$ cat config.mk
export PLATFORM = sky130hd
export DESIGN_NAME = capture_controller
export DESIGN_NICKNAME = d
export VERILOG_FILES = /design/src/rtl/capture_pkg.sv /design/src/rtl/capture_trig_match.sv /design/src/rtl/capture_controller.sv
export SDC_FILE = /design/constraint.sdc
export NUM_CORES = 1
export LEC_CHECK = 0
export ABC_AREA = 1
export ABC_CLOCK_PERIOD_IN_PS = 2800
export CAP_MARGIN = 20
export CELL_PAD_IN_SITES_DETAIL_PLACEMENT = 0
export CELL_PAD_IN_SITES_GLOBAL_PLACEMENT = 2
export CORE_MARGIN = 4
export CORE_UTILIZATION = 29
export DETAILED_ROUTE_END_ITERATION = 10
export PLACE_DENSITY_LB_ADDON = 0.1
export SYNTH_ARGS = -nofsm -noshare
export SYNTH_HDL_FRONTEND = slang
export SYNTH_SLANG_ARGS = --single-unit
$ cat constraint.sdc
create_clock -name clk -period 2.8 [get_ports clk]
set_input_delay 0.7 -clock clk [delete_from_list [all_inputs] [get_ports clk]]
set_output_delay 0.7 -clock clk [all_outputs]
set_load 0.005 [all_outputs]
$ cat src/rtl/capture_pkg.sv
// Shared types and defaults for the logic-analyser capture controller.
package capture_pkg;

   localparam int unsigned CH_W_DEF   = 8;
   localparam int unsigned ADDR_W_DEF = 13;
   localparam int unsigned DIV_W      = 32;

   typedef enum logic [2:0] {
      ST_IDLE,
      ST_CONFIG,
      ST_PRE,
      ST_WAIT_TRIG,
      ST_POST,
      ST_DONE
   } state_t;

   // States in which an acquisition is in progress.
   function automatic logic is_busy(input state_t s);
      return (s == ST_CONFIG) || (s == ST_PRE) || (s == ST_WAIT_TRIG) || (s == ST_POST);
   endfunction

endpackage

$ cat src/rtl/capture_trig_match.sv
// Mask/value trigger comparator, qualified by the sample strobe and the trigger-search window.
module capture_trig_match
   import capture_pkg::*;
#(
   parameter int unsigned CH_W = CH_W_DEF
) (
   input  logic [CH_W-1:0] i_probe,
   input  logic [CH_W-1:0] i_mask,
   input  logic [CH_W-1:0] i_val,
   input  logic            i_sample_en,
   input  logic            i_enable,
   output logic            o_match_c
);

   logic w_level_ok;

   // Unmasked channels are don't-care; masked channels must equal the required level.
   assign w_level_ok = (((i_probe ^ i_val) & i_mask) == '0);
   assign o_match_c  = i_enable & i_sample_en & w_level_ok;

endmodule

$ cat src/rtl/capture_controller.sv
// Sequences one acquisition: divider load, pre-trigger fill, ring write while
// searching for the trigger, post-trigger fill, then done.
module capture_controller
   import capture_pkg::*;
#(
   parameter int unsigned CH_W   = CH_W_DEF,
   parameter int unsigned ADDR_W = ADDR_W_DEF
) (
   input  logic              clk,
   input  logic              resetn,
   input  logic              arm,
   input  logic              abort,
   input  logic [DIV_W-1:0]  cfg_divider,
   input  logic [ADDR_W-1:0] cfg_pre,
   input  logic [ADDR_W-1:0] cfg_post,
   input  logic [CH_W-1:0]   cfg_trig_mask,
   input  logic [CH_W-1:0]   cfg_trig_val,
   input  logic [CH_W-1:0]   probe,
   input  logic              sample_en,
   output logic [DIV_W-1:0]  div_value,
   output logic              div_update,
   output logic              wr_en,
   output logic [ADDR_W-1:0] wr_addr,
   output logic [CH_W-1:0]   wr_data,
   output logic              busy,
   output logic              triggered,
   output logic              done,
   output logic [ADDR_W-1:0] trig_addr,
   output logic [ADDR_W-1:0] start_addr
);

   state_t              r_state;
   state_t              w_next_state;
   logic [ADDR_W-1:0]   r_ptr;
   logic [ADDR_W-1:0]   r_cnt;
   logic [ADDR_W-1:0]   r_pre;
   logic [ADDR_W-1:0]   r_post;
   logic [CH_W-1:0]     r_mask;
   logic [CH_W-1:0]     r_val;
   logic [ADDR_W-1:0]   w_cnt_inc;
   logic                w_match_c;
   logic                w_enter_cfg;
   logic                w_take;
   logic                w_trig;

   assign w_cnt_inc = r_cnt + ADDR_W'(1);

   capture_trig_match #(
      .CH_W (CH_W)
   ) u_trig_match (
      .i_probe     (probe),
      .i_mask      (r_mask),
      .i_val       (r_val),
      .i_sample_en (sample_en),
      .i_enable    (r_state == ST_WAIT_TRIG),
      .o_match_c   (w_match_c)
   );

   always_ff @(posedge clk or negedge resetn) begin
      if (!resetn) begin
         r_state <= ST_IDLE;
      end else begin
         r_state <= w_next_state;
      end
   end

   // Next state plus datapath strobes; abort always wins over arm and sampling.
   always_comb begin
      w_next_state = r_state;
      w_enter_cfg  = 1'b0;
      w_take       = 1'b0;
      w_trig       = 1'b0;
      case (r_state)
         ST_IDLE: begin
            if (arm && !abort) begin
               w_next_state = ST_CONFIG;
               w_enter_cfg  = 1'b1;
            end
         end
         ST_CONFIG: begin
            if (abort) begin
               w_next_state = ST_IDLE;
            end else if (r_pre == '0) begin
               w_next_state = ST_WAIT_TRIG;
            end else begin
               w_next_state = ST_PRE;
            end
         end
         ST_PRE: begin
            if (abort) begin
               w_next_state = ST_IDLE;
            end else if (sample_en) begin
               w_take = 1'b1;
               if (w_cnt_inc == r_pre) begin
                  w_next_state = ST_WAIT_TRIG;
               end
            end
         end
         ST_WAIT_TRIG: begin
            if (abort) begin
               w_next_state = ST_IDLE;
            end else if (sample_en) begin
               w_take = 1'b1;
               if (w_match_c) begin
                  w_trig       = 1'b1;
                  w_next_state = (r_post <= ADDR_W'(1)) ? ST_DONE : ST_POST;
               end
            end
         end
         ST_POST: begin
            if (abort) begin
               w_next_state = ST_IDLE;
            end else if (sample_en) begin
               w_take = 1'b1;
               if (w_cnt_inc == r_post) begin
                  w_next_state = ST_DONE;
               end
            end
         end
         ST_DONE: begin
            if (abort) begin
               w_next_state = ST_IDLE;
            end else if (arm) begin
               w_next_state = ST_CONFIG;
               w_enter_cfg  = 1'b1;
            end
         end
         default: begin
            w_next_state = ST_IDLE;
         end
      endcase
   end

   // Config latch, write pointer/counter and registered outputs.
   always_ff @(posedge clk or negedge resetn) begin
      if (!resetn) begin
         r_ptr      <= '0;
         r_cnt      <= '0;
         r_pre      <= '0;
         r_post     <= '0;
         r_mask     <= '0;
         r_val      <= '0;
         div_value  <= '0;
         div_update <= 1'b0;
         wr_en      <= 1'b0;
         wr_addr    <= '0;
         wr_data    <= '0;
         busy       <= 1'b0;
         done       <= 1'b0;
         triggered  <= 1'b0;
         trig_addr  <= '0;
         start_addr <= '0;
      end else begin
         div_update <= w_enter_cfg;
         wr_en      <= w_take;
         busy       <= is_busy(w_next_state);
         done       <= (w_next_state == ST_DONE);
         if (w_enter_cfg) begin
            div_value <= cfg_divider;
            r_pre     <= cfg_pre;
            r_post    <= cfg_post;
            r_mask    <= cfg_trig_mask;
            r_val     <= cfg_trig_val;
            r_ptr     <= '0;
            r_cnt     <= '0;
            triggered <= 1'b0;
         end
         if (w_take) begin
            wr_addr <= r_ptr;
            wr_data <= probe;
            r_ptr   <= r_ptr + ADDR_W'(1);
            r_cnt   <= w_trig ? ADDR_W'(1) : w_cnt_inc;
         end
         // The trigger sample opens the post window and anchors the readout.
         if (w_trig) begin
            trig_addr  <= r_ptr;
            start_addr <= r_ptr - r_pre;
            triggered  <= 1'b1;
         end
      end
   end

endmodule

==> flow_summary_export.csv <==
group,metric,value,unit
cts,root_buffer,"clkbuf_16",
grt,grt.total_usage,0.170,
synth,synth_mux_area_frac,0,
run,maxCapViolations,0,
layout,fin_cells,1463,
synth,yosys_warnings,0,
place,dp_hpwl,17200,um
routing,postRouteAntennaNets,0,
setup_path,worstPathRequired,3.11,ns
layout,antenna_cells,0,
setup_path,end_kind,"register",
synth,synth_nets,1043,
synth,syn_area,7460,um^2
synth,synth_top_cell_area_share,0.520,
synth,synth.distinct_cells,35,
synth,synth_cells,941,
synth,synth.area.top_cells,"dfrtp_1 (52%), nand2_1 (18%), o21ai_0 (5.4%)",
sta,worstMarginPinSlew,0.544,ns
sta,rsz0062_at_grt,"no",
hold_path,hold_path.class,"in2async",
power_and_ir_drop,finalPower,6450,uW
layout,drive_gt1_frac,0.0680,
grt,grt_max_degree,59,
place,dp_cells,1431,
sta,setup-violations-final,0,
synth,synth-compound-area-share,0.102,
layout,final.fill_count,2646,
cts,cts_num_sinks,155,
power_and_ir_drop,p_leak,0.00483,uW
setup_path,critical_path_arrival,2.70,ns
cts,cts_tree,"built",
floorplanning,fp-row-count,58,
cts,clk_latency,0.43,ns
layout,multi_input_area,3150,um^2
cts,h-tree-depth,4,
sta,timing.fmax,0.417,GHz
floorplanning,start_util,0.295,
routing,wl,23400,um
layout,nets,1222,
grt,grt_pass1_vias,6776,
synth,synthSimpleGateAreaFrac,0.276,
routing,wl_per_cell,16.0,um
grt,grt_pass1_wl,38100,um
cts,cts.hold.buffers_added,0,
synth,ys_ff_latch,155,
setup_path,path_class,"reg2reg",
layout,finalInstanceArea,10300,um^2
cts,cts.clk_slew.worst_paths,0.07,ns
grt,gr-total-overflow,0,
sta,drv_slew,0,
routing,via_count,6503,
synth,yosys.area_share.adder,0.0262,
setup_path,crit_path_start_kind,"register",
floorplanning,fp.dieArea,28300,um^2
outcome,status,"complete, no violations",
layout,final_core_util,0.409,
floorplanning,die_h,168,um
setup_path,cp_max_fo,5,
sta,finClkSkew,0.0177,ns
routing,drc,0,
place,finalWeightedCongestion,0.801,
place,portBuffers,170,
cts,cts_resized,0,
floorplanning,pin_count,171,
cts,post_cts_buffers,0,
floorplanning,core_area,25300,um^2
routing,drtIter0Drc,306,
synth,synth_top_area_cell,"dfrtp_1",
sta,fin_crit,2.40,ns
power_and_ir_drop,power.density,625,nW/um^2
cts,clockBufferDepth,2,
setup_path,r2r-start,"r_cnt[0]",
power_and_ir_drop,peakVddDrop,0.000355,V
sta,setup_tns,0,ns
layout,area_growth,38.4,%
sta,hold_viol_final,0,
synth,synth_seq_area_share,0.520,
synth,avgSynthCellArea,7.93,um^2
layout,regArea,3880,um^2
sta,fin_crit_sh,0.855,
routing,viasPerCell,4.44,
place,placed_area,9720,um^2
synth,synth_top_family_by_area,"simple AND/OR/NAND/NOR gates",
grt,antenna_found_initial,1,
routing,drtPass1Iterations,4,
sta,relSlewSlack,0.632,
floorplanning,fp.dieW,168,um
setup_path,cp-startpoint,"r_cnt[0]",
synth,synth_xor_area_frac,0.0164,
cts,cts_buffers,17,
[logic make-up after synthesis]
| kind of cell | Yosys count |
|---|---|
| AND/OR/NAND/NOR | 502 |
| flip-flops | 155 |
| AO/OA/AOI/OAI | 138 |
| buffers and inverters | 117 |
| adder cells (fa/ha/maj) | 15 |
| XOR/XNOR | 14 |
[report_power, final]
part	internal, uW	switching, uW
combinational	672	677
sequential	2520	178
clock	1280	1120
[critical path, cell delays in order, from the launching register on]
cell and delay, ns:
dfrtp_1 0.47, ha_1 0.26, nand3_1 0.16, nor2_2 0.23
nand2_1 0.15, nand3_1 0.11, nand2_1 0.06, nor2_1 0.08
nand2_1 0.08, nor2_1 0.18, nand4_1 0.11, nand3_1 0.10
nand2_1 0.06, nand2_2 0.08, inv_1 0.06, nand2_1 0.05
nand2_1 0.05
[cells in the final DEF (no fill, tap or decap), types with 4 or more instances in the layout]
| cell | Yosys | layout |
|---|---|---|
| nand2_1 | 353 | 353 |
| clkdlybuf4s50_1 | 0 | 169 |
| dfrtp_1 | 155 | 155 |
| inv_1 | 86 | 85 |
| o21ai_0 | 81 | 81 |
| nor2_1 | 59 | 59 |
| nand3_1 | 50 | 49 |
| a21oi_1 | 33 | 32 |
| clkbuf_16 | 0 | 17 |
| ha_1 | 14 | 14 |
| buf_4 | 0 | 11 |
| o32ai_1 | 10 | 10 |
| nand2_2 | 9 | 9 |
| nand4_1 | 9 | 9 |
| xor2_1 | 9 | 9 |
| buf_12 | 0 | 8 |
| inv_6 | 0 | 6 |
| nor2_2 | 5 | 5 |
| xnor2_1 | 5 | 5 |
| nor3_1 | 5 | 5 |
| inv_8 | 0 | 4 |
[final timing paths]
| check | endpoint | slack, ns | depth (start not counted) |
|---|---|---|---|
| setup / recovery | busy | 0.40 | 16 |
| hold / removal | trig_addr[1] | 0.20 | 1 |
| setup reg to reg | busy | 0.40 | 16 |
| hold reg to reg | div_value[10] | 0.47 | 2 |
| max in group asynchronous | r_val[2] | 1.91 | 2 |
| min in group clk | div_value[10] | 0.47 | 2 |
[area by class of cell]
class | count | area share
inverters | 88 | 0.0320
flip-flops and latches | 155 | 0.376
well taps | 330 | 0.0400
clock inverters | 15 | 0.0167
clock buffers | 17 | 0.0412
repair buffers | 189 | 0.189
multi-input cells | 669 | 0.306
[metrics by stage]
step	hold WS (ns)	worst slack [ns]
2_1_floorplan	0.404	0.663
3_3_place_gp	0.452	0.203
3_5_place_dp	0.457	0.171
4_1_cts	0.208	0.385
5_1_grt	0.224	0.112
6_report	0.203	0.405
[synth_stat cells (all sizes together)]
cell	n
nor4	3
clkinv	1
o21bai	3
clkbuf	27
dfrtp	155
o41ai	1
xor2	9
nor3b	3
nor2	66
a21oi	33
o31ai	1
o2111ai	1
xnor2	5
o32ai	10
a31oi	1
o22ai	1
nor3	5
nand2	362
buf	2
o211ai	1
o21ai	85
a22o	1
ha	14
fa	1
or2	2
inv	87
nand4	9
nand3	52
[sequential cells by signal, indices dropped and copies added, names as in the netlist, 3 cells and up]
| name | count |
|---|---|
| r_val | 8 |
| wr_addr | 13 |
| trig_addr | 13 |
| div_value | 32 |
| r_post | 13 |
| start_addr | 13 |
| r_cnt | 13 |
| wr_data | 8 |
| r_mask | 8 |
| r_state | 3 |
| r_pre | 13 |
| r_ptr | 13 |
[metal layers]
layer | vias to the layer above | track usage | part of all wire
met5 | - | 0 | 0.00056
li1 | 3371 | - | -
met4 | 2 | 0.0462 | 0.011
met1 | 2984 | 0.226 | 0.48
met2 | 133 | 0.264 | 0.45
met3 | 13 | 0.0594 | 0.067
No activity file was read; power rests on OpenSTA's default activity.
